--- config.mk ---
export PLATFORM = sky130hd
export DESIGN_NAME = router_input_arbiter
export DESIGN_NICKNAME = d
export VERILOG_FILES = /design/src/rtl/router_input_arbiter.sv
export SDC_FILE = /design/constraint.sdc
export NUM_CORES = 1
export LEC_CHECK = 0
export BUFFER_PORTS_ARGS = -buffer_cell sky130_fd_sc_hd__buf_4
export CAP_MARGIN = 20
export CORE_MARGIN = 4
export CORE_UTILIZATION = 40
export CTS_CLUSTER_SIZE = 20
export DETAILED_ROUTE_END_ITERATION = 10
export HOLD_SLACK_MARGIN = 0.05
export PLACE_DENSITY = 0.72
export SETUP_SLACK_MARGIN = 0.15
export SLEW_MARGIN = 15
export SYNTH_ARGS = -nofsm -noshare
export SYNTH_HDL_FRONTEND = slang
export SYNTH_SLANG_ARGS = --single-unit
--- constraint.sdc ---
create_clock -name clk -period 1.7 [get_ports clk]
set_input_delay 0.17 -clock clk [delete_from_list [all_inputs] [get_ports clk]]
set_output_delay 0.17 -clock clk [all_outputs]
set_load 0.03 [all_outputs]
--- src/rtl/router_input_arbiter.sv ---
// router_input_arbiter
//   Round-robin arbiter that shares the router's single byte-wide input among
//   NUM_SRC packet sources. A source keeps the grant for a whole packet
//   (header, payload, parity). The arbiter stalls while the router reports busy.
//
//   Optional build macro: DROP_BAD_ADDR_EN
//     When defined, a packet whose header addresses port 3 is drained from its
//     source and not forwarded. o_Drop pulses on the parity pop.
//     When undefined, such packets are forwarded and o_Drop is tied low.
//
// Ports
//   clk            system clock
//   reset          asynchronous active-low reset
//   i_Req          per-source flag: a complete packet is waiting at the head of that source
//   i_Src_Data     per-source head byte (show-ahead); source k is at [k*DATA_W +: DATA_W]
//   i_Sig_Busy     router busy; no byte is accepted while it is high
//   o_Src_Pop      one-hot pop strobe to the granted source, one cycle per accepted byte
//   o_Grant        one-hot current owner; zero while idle
//   o_Valid_Packet drives the router valid-packet input
//   o_Output_Data  drives the router input data
//   o_Drop         one-cycle pulse when a packet is discarded
//
// State table
//   state   | meaning
//   IDLE    | choose the next requester round-robin; no byte moves
//   HEADER  | present the header byte; load the length counter when it is accepted
//   PAYLOAD | present payload bytes; the counter steps down once per accepted byte
//   PARITY  | present the parity byte with valid low; advance the RR pointer
//   GAP     | one dead cycle so the router returns to address decode

module router_input_arbiter #(
    parameter int NUM_SRC = 4,
    parameter int DATA_W  = 8
) (
    input  logic                      clk,
    input  logic                      reset,
    input  logic [NUM_SRC-1:0]        i_Req,
    input  logic [NUM_SRC*DATA_W-1:0] i_Src_Data,
    input  logic                      i_Sig_Busy,
    output logic [NUM_SRC-1:0]        o_Src_Pop,
    output logic [NUM_SRC-1:0]        o_Grant,
    output logic                      o_Valid_Packet,
    output logic [DATA_W-1:0]         o_Output_Data,
    output logic                      o_Drop
);

    localparam int IDXW = (NUM_SRC > 1) ? $clog2(NUM_SRC) : 1;

    typedef enum logic [2:0] {
        IDLE,
        HEADER,
        PAYLOAD,
        PARITY,
        GAP
    } state_t;

    state_t             state;
    logic [IDXW-1:0]    grant_idx;
    logic [IDXW-1:0]    rr_ptr;
    logic [IDXW-1:0]    pick_idx;
    logic               pick_found;
    logic [5:0]         len_cnt;
    logic               xfer;
    logic               accept;
    logic               draining;
    logic [DATA_W-1:0]  sel_data;
    logic [NUM_SRC-1:0] grant_onehot;

    // Search starts at the RR pointer and wraps, so the most recently served
    // source is visited last.
    always_comb begin
        int              k;
        logic [IDXW-1:0] cand;
        pick_found = 1'b0;
        pick_idx   = rr_ptr;
        k          = 0;
        cand       = '0;
        for (int i = 0; i < NUM_SRC; i++) begin
            k    = (int'(rr_ptr) + i) % NUM_SRC;
            cand = k[IDXW-1:0];
            if (!pick_found && i_Req[cand]) begin
                pick_found = 1'b1;
                pick_idx   = cand;
            end
        end
    end

    assign sel_data     = i_Src_Data[grant_idx*DATA_W +: DATA_W];
    assign grant_onehot = NUM_SRC'(1) << grant_idx;
    assign xfer         = (state == HEADER) || (state == PAYLOAD) || (state == PARITY);

`ifdef DROP_BAD_ADDR_EN
    logic drain_q;
    logic drain_hdr;

    // While a packet is drained it is popped every cycle, whatever busy says.
    // The router never sees it.
    assign drain_hdr = (state == HEADER) && (sel_data[1:0] == 2'b11);
    assign draining  = drain_hdr || (drain_q && ((state == PAYLOAD) || (state == PARITY)));
    assign o_Drop    = draining && (state == PARITY);
`else
    assign draining  = 1'b0;
    assign o_Drop    = 1'b0;
`endif

    assign accept         = xfer && (!i_Sig_Busy || draining);
    assign o_Src_Pop      = accept ? grant_onehot : '0;
    assign o_Grant        = xfer ? grant_onehot : '0;
    assign o_Valid_Packet = ((state == HEADER) || (state == PAYLOAD)) && !draining;
    assign o_Output_Data  = (xfer && !draining) ? sel_data : '0;

    always_ff @(posedge clk or negedge reset) begin
        if (!reset) begin
            state     <= IDLE;
            grant_idx <= '0;
            rr_ptr    <= '0;
            len_cnt   <= '0;
`ifdef DROP_BAD_ADDR_EN
            drain_q   <= 1'b0;
`endif
        end else begin
            case (state)
                IDLE: begin
                    if (pick_found && !i_Sig_Busy) begin
                        grant_idx <= pick_idx;
                        state     <= HEADER;
                    end
                end
                HEADER: begin
                    if (accept) begin
                        len_cnt <= sel_data[7:2];
`ifdef DROP_BAD_ADDR_EN
                        drain_q <= drain_hdr;
`endif
                        state   <= (sel_data[7:2] != 6'd0) ? PAYLOAD : PARITY;
                    end
                end
                PAYLOAD: begin
                    if (accept) begin
                        len_cnt <= len_cnt - 6'd1;
                        if (len_cnt == 6'd1) begin
                            state <= PARITY;
                        end
                    end
                end
                PARITY: begin
                    if (accept) begin
                        rr_ptr <= (grant_idx == IDXW'(NUM_SRC - 1)) ? '0 : grant_idx + IDXW'(1);
                        state  <= GAP;
                    end
                end
                GAP: begin
`ifdef DROP_BAD_ADDR_EN
                    drain_q <= 1'b0;
`endif
                    state   <= IDLE;
                end
                default: state <= IDLE;
            endcase
        end
    end

endmodule

==> Flow_metrics.wiki, run 1 <==
{| class="wikitable"
! Metric !! Value
|-
| Run status || complete, but fails checks
|-
| Violated checks || negative setup slack
|-
| Number of enable-type register cells in the synthesized netlist || 0
|-
| Leading area contributor after synthesis || dfrtp_1
|-
| Fmax || 533.3 MHz
|-
| Total buffers and inverters traversed by the critical path || 3
|-
| Hold Fails Final Rpt || 0
|-
| Global-route layer with the greatest usage || met2
|-
| Total routed wirelength || 4.654 mm
|-
| Share of the clock period used by the worst path after layout || 1.103
|-
| Worst-Margin Slew || 0.5134 ns
|-
| Relative area change from synthesis to final layout || 85.98%
|-
| Data arrival, critical path || 1.71 ns
|-
| Startpoint of the lowest-slack register-to-register path || grant_idx[0]$_DFFE_PN0P_
|-
| RSZ-0062 raised after global routing || yes
|-
| Cell family with most CP delay || multiplexers
|-
| Max-slew violation total from the final report || 0
|-
| Clock sink count || 13
|-
| First-pass iteration count of the detailed router || 4
|-
| Clock buffer count from CTS || 3
|-
| Pwr dens || 1994 nW/um^2
|-
| Vias || 1365
|-
| Top Ports || 57
|-
| Startpoint of the worst hold path || i_Req[1]
|-
| Slowest Stage Delay on Critical Path || 0.51 ns
|-
| Met2 routing resource usage after global routing || 0.4185
|-
| Register area share after synthesis || 0.2642
|-
| Row cnt || 19
|-
| Final weighted congestion of routability-driven global placement || 0.7476
|-
| Share of async-settable or async-resettable flops after synthesis || 1.000
|-
| Overflow after GRT || 0
|-
| DRC viols || 0
|-
| Via count of the first global-routing pass || 1380
|-
| Post-synth top cells || 13 x dfrtp_1, 13 x nor2_1, 12 x and2_1
|-
| Prevailing post-synth register cell || dfrtp_1
|-
| Number of nets in the layout || 257
|-
| Register bit total from synthesis || 13
|-
| Port buffer count || 55
|-
| Post-Syn Nets || 176
|-
| Count of unique library cells instantiated by Yosys || 43
|-
| MaxCap Viol Count || 0
|-
| Detail Route Antenna Nets || 0
|-
| Initial cell density of the core || 0.4316
|-
| Wire length per cell || 19.23 um
|-
| Initial antenna violation count || 0
|-
| GRT Overall Usage || 0.2126
|-
| Post-synthesis instance total || 131
|-
| Largest net degree at the start of global routing || 14
|-
| Worst vdd ir || 1216 uV
|-
| Number of buffers on the longest clock path || 2
|-
| Library cell contributing the largest single delay on the critical path || mux4_2
|-
| Relative slew slack || 0.6574
|-
| Die Area || 4030 um^2
|-
| Post-Route Hold Slack || 0.2467 ns
|-
| First-pass GRT wire length || 6.755 mm
|-
| Die boundary height || 63.48 um
|-
| Period minus WS final || 1.875 ns
|-
| Fraction of final layout cells sized beyond drive strength 1 || 0.6777
|-
| Fraction of met3 tracks used by global routing || 0.04796
|-
| Clock tree from TritonCTS || built
|-
| Library cell appearing most often on the critical path || buf_6
|-
| Hold EP || grant_idx[1]$_DFFE_PN0P_
|-
| Synth area leaders || dfrtp_1 26%, mux4_1 11%, and2_1 6.1%
|-
| Die outline width || 63.48 um
|-
| CORE AREA || 2853 um^2
|-
| Worst Setup Path Type || flop to output pin
|-
| Vias per Instance || 5.640
|-
| Global-route track usage on met1 || 0.2311
|-
| Count of warnings emitted by yosys || 0
|-
| Type of origin of the critical path || flop
|-
| Number of DRC markers after the initial detailed-route iteration || 97
|-
| Instance count along the most critical hold path || 4
|-
| Clk_lat worst skew || 0.28 ns
|-
| Post-synthesis average cell area || 9.398 um^2
|-
| Setup Viol. Count Final || 16
|-
| Hold Path Class || input pin to flop
|-
| Worst clock skew || 0.009061 ns
|-
| Category of the worst setup path capture point || output pin
|-
| Area fraction of the dominant cell type after synthesis || 0.2642
|-
| Data required time at the worst endpoint || 1.53 ns
|-
| HPWL after detailed placement || 2.735 mm
|-
| H-Tree Level Count || 1
|-
| Largest fanout of any net on the critical path || 5
|-
| Setup slack after layout || -0.1751 ns
|-
| Terminus of the critical flop-to-flop path || state[0]$_DFFE_PN0P_
|-
| Core Util, Final || 0.8026
|-
| Post-CTS clock slew at the launch and capture registers of the worst setup and hold paths || 0.08 ns
|-
| Clock Tree Root || clkbuf_4
|-
| Cell chain of the critical path || buf_6 -> buf_16 -> mux4_2 -> and2_4 -> buf_6
|-
| Area after DPL || 1685 um^2
|-
| Inserted Diodes || 0
|-
| Number of cell instances on the worst register-to-register path || 7
|-
| R2R Setup Slk || -0.14 ns
|-
| Design area || 2290 um^2
|-
| Leakage power || 0.9990 nW
|-
| Netlist Area Pre-Place || 1231 um^2
|}
## worst min-delay path, delay by kind of cell
kind | cells | cell delay (ns)
and+or+nand+nor | 1 | 0.12
AOI/OAI and AO/OA | 2 | 0.11
buffers and inverters | 1 | 0.10
## worst max-delay path by stage
| stage | depth (start not counted) | to | startpoint |
|---|---|---|---|
| floorplan | 5 | o_Src_Pop[1] | state[2]$_DFFE_PN0P_ |
| CTS | 5 | o_Output_Data[7] | grant_idx[0]$_DFFE_PN0P_ |
| global route | 5 | o_Output_Data[5] | grant_idx[0]$_DFFE_PN0P_ |
| finish | 5 | o_Output_Data[4] | grant_idx[0]$_DFFE_PN0P_ |
| global placement | 4 | o_Output_Data[7] | grant_idx[0]$_DFFE_PN0P_ |
| detailed placement | 5 | len_cnt[1]$_DFFE_PN0P_ | grant_idx[0]$_DFFE_PN0P_ |
## metal layers
layer	vias to the layer above	routed length [um]
li1	633	-
met1	677	1635
met2	49	2746
met3	6	190
met4	0	81
met5	-	0
## flip-flops by register name (all words and copies together) (netlist names)
signal,count
len_cnt,6
grant_idx,2
rr_ptr,2
state,3
## area by class of cell
| type | count | area, um^2 |
|---|---|---|
| multi-input cells | 103 | 1044 |
| repair buffers | 85 | 815.8 |
| fillers | 175 | 563.0 |
| flip-flops and latches | 13 | 330.3 |
| well taps | 31 | 38.79 |
| inverters | 6 | 35.03 |
| clock buffers | 4 | 26.28 |
## cells in the final DEF, fill, tap and decap left out, types with 3 or more instances in the layout
cell      instances
nor3_1            3
mux4_2            7
buf_4            51
o21ai_0           3
buf_6            28
nor2_2            3
and2_4           11
nor2b_1           3
nor2_1            7
buf_12            4
dfrtp_2           4
nand2_1           6
ha_4              4
clkbuf_4          3
nor2_4            3
a21oi_1           7
inv_1             5
dfrtp_1           9
o21ai_1           3
nor2b_4           4
## repair_timing
action	4_1_cts	5_1_grt
buffers inserted	15	12
pin swaps	7	15
gates resized for setup	62	33
hold endpoints to repair	13	0
hold buffers	1	0
endpoints found under the setup margin	22	27
cloned	1	0
## cell families (layout without fill, tap and decap cells)
group,count (synthesis),after routing,share of synthesized area
and+or+nand+nor,56,56,0.2703
AOI/OAI and AO/OA,27,27,0.1413
muxes,11,11,0.1778
buffers and inverters,15,95,0.06808
DFF,13,13,0.2642
xor gates and xnor gates,2,2,0.01423
adders and majority gates,6,6,0.06097
other,1,1,0.003046
## power by group
group          internal [mW]  total [mW]  switching [mW]
sequential             0.463       0.687           0.223
clock                 0.0911       0.192           0.101
combinational           1.99        3.69            1.70
total                   2.54        4.57            2.02
## stage by stage
stage | instances | setup TNS, ns | power (mW) | setup WS [ns]
floorplan | 131 | -0.02696 | 2.169 | -0.02696
CTS | 232 | -1.662 | 3.859 | -0.1621
global route | 242 | -3.050 | 4.817 | -0.2259
detailed placement | 211 | 0 | 2.808 | 0.03046
finish | 242 | -2.068 | 4.565 | -0.1751
global placement | 211 | 0 | 2.736 | 0.06468
Power figures use the tool's default switching activity.
==> run 2: changes to the inputs <==
clock period = 2.17 ns   (was 1.7 ns; I/O delays follow)
==> Flow_metrics.wiki, run 2 (synthesis gave the netlist of run 1 again) <==
{| class="wikitable"
! Metric !! Value
|-
| Max-slew violation total from the final report || 0
|-
| Overflow after GRT || 0
|-
| Sequential cell fraction of total power || 0.229
|-
| Register name with the most flops || len_cnt
|-
| Top Ports || 57
|-
| Vias || 1193
|-
| DRC viols || 0
|-
| Worst vdd ir || 670.4 uV
|-
| Vias per Instance || 5.447
|-
| HPWL after detailed placement || 2.717 mm
|-
| Pwr dens || 1357 nW/um^2
|-
| Clock Tree Root || clkbuf_4
|-
| Detail Route Antenna Nets || 0
|-
| Setup Viol. Count Final || 0
|-
| RSZ-0062 raised after global routing || yes
|-
| Final weighted congestion of routability-driven global placement || 0.7950
|-
| Clock sink count || 13
|-
| Die outline width || 63.48 um
|-
| Combinational Power Share || 0.705
|-
| Fmax || 508.3 MHz
|-
| CORE AREA || 2853 um^2
|-
| Number of cell instances on the worst register-to-register path || 5
|-
| Largest net degree at the start of global routing || 14
|-
| Total routed wirelength || 3.375 mm
|-
| Clk_lat worst skew || 0.28 ns
|-
| First-pass iteration count of the detailed router || 4
|-
| Inserted Diodes || 0
|-
| Most frequent standard cell in the layout excluding fill and tap cells || buf_4
|-
| MaxCap Viol Count || 0
|-
| Psw || 1.135 mW
|-
| Initial cell density of the core || 0.4316
|-
| Number of nets in the layout || 234
|-
| Relative area change from synthesis to final layout || 38.62%
|-
| First-pass GRT wire length || 5.513 mm
|-
| Cell count after placement || 210
|-
| Via count of the first global-routing pass || 1207
|-
| Fraction of power consumed by the clock network || 0.066
|-
| Hold Path Class || input pin to asynchronous set/reset pin
|-
| GRT Overall Usage || 0.1703
|-
| Largest registers ranked by flip-flop count || len_cnt x6, state x3
|-
| Data arrival, critical path || 1.75 ns
|-
| Number of buffers on the longest clock path || 2
|-
| Clock tree from TritonCTS || built
|-
| Share of the clock period used by the worst path after layout || 0.9066
|-
| Worst Setup Path Type || flop to output pin
|-
| R2R Setup Slk || 0.52 ns
|-
| Port buffer count || 55
|-
| Type of origin of the critical path || flop
|-
| H-Tree Level Count || 1
|-
| Hold Fails Final Rpt || 0
|-
| Wire length per cell || 15.41 um
|-
| Core Util, Final || 0.5982
|-
| Leakage power || 0.7999 nW
|-
| Largest fanout of any net on the critical path || 5
|-
| Row cnt || 19
|-
| Category of the worst setup path capture point || output pin
|-
| Post-CTS clock slew at the launch and capture registers of the worst setup and hold paths || 0.09 ns
|-
| Fraction of final layout cells sized beyond drive strength 1 || 0.4043
|-
| Number of flip-flops under the largest register name || 6
|-
| Total negative setup slack || 0 ns
|-
| Run status || finished, final reports clean
|-
| Number of DRC markers after the initial detailed-route iteration || 59
|-
| Data required time at the worst endpoint || 1.95 ns
|-
| Die boundary height || 63.48 um
|-
| Period minus WS final || 1.967 ns
|-
| Post-Route Hold Slack || 0.3076 ns
|-
| Switching power as a share of total power || 0.4900
|-
| Internal power contribution || 1.181 mW
|-
| Die Area || 4030 um^2
|-
| Worst clock skew || 0.006088 ns
|-
| Clock buffer count from CTS || 3
|-
| Commonest non-fill, non-tap cells in the layout || 60 x buf_4, 13 x nor2_1, 12 x and2_1, 10 x dfrtp_1, 8 x a21oi_1
|-
| Number of standard cells in the layout, taps in and fillers out || 219
|-
| Initial antenna violation count || 0
|}
## run 2: layout make-up
| cell class | count | area, um^2 |
|---|---|---|
| inverters | 6 | 22.52 |
| repair buffers | 62 | 467.9 |
| multi-input cells | 103 | 822.0 |
| fillers | 257 | 1146 |
| clock buffers | 4 | 26.28 |
| well taps | 31 | 38.79 |
| flip-flops and latches | 13 | 329.1 |
## run 2: worst paths after layout
| path | from | to |
|---|---|---|
| max | grant_idx[0]$_DFFE_PN0P_ | o_Output_Data[2] |
| min | reset | len_cnt[4]$_DFFE_PN0P_ |
| max reg2reg | grant_idx[0]$_DFFE_PN0P_ | state[0]$_DFFE_PN0P_ |
| min reg2reg | len_cnt[5]$_DFFE_PN0P_ | len_cnt[5]$_DFFE_PN0P_ |
| max in group asynchronous | reset | grant_idx[0]$_DFFE_PN0P_ |
| min in group clk | i_Req[1] | grant_idx[1]$_DFFE_PN0P_ |
## run 2: repair_timing
item / CTS / global route
hold buffers: 1 / 0
resized for setup: 1 / 2
buffers inserted: 0 / 4
endpoints found under the setup margin: 9 / 10
endpoints found under the hold margin: 13 / 0
## run 2: power by group through the flow
stage          Clock (mW)  Sequential (mW)  Combinational, mW
6_report            0.153            0.531               1.63
5_1_grt             0.175            0.558               1.78
4_1_cts             0.157            0.554               1.57
3_5_place_dp            0            0.558               1.56
3_3_place_gp            0            0.546               1.54
2_1_floorplan           0            0.437               1.23
## run 2: critical path: stages (launching register included)
cell      delay [ns]
dfrtp_2         0.41
clkbuf_4        0.18
buf_4           0.14
mux2i_1         0.11
mux2_2          0.30
nor3_1          0.15
buf_4           0.19
## run 2: routing by layer
| metal | up-vias | wire length [um] | global-route usage |
|---|---|---|---|
| met5 | - | 0 | 0 |
| met2 | 24 | 1927 | 0.3246 |
| li1 | 589 | - | - |
| met4 | 0 | 0 | 0.008086 |
| met3 | 0 | 130 | 0.04440 |
| met1 | 580 | 1317 | 0.1976 |
## run 2: through the flow
stage                     power [mW]  cell area, um^2  setup WS, ns
final                          2.316             1707        0.2026
after global routing           2.515             1707       0.07378
after CTS                      2.281             1674        0.1342
after detailed placement       2.118             1637        0.2972
after global placement         2.089             1637        0.3253
after floorplan                1.666             1231        0.2734
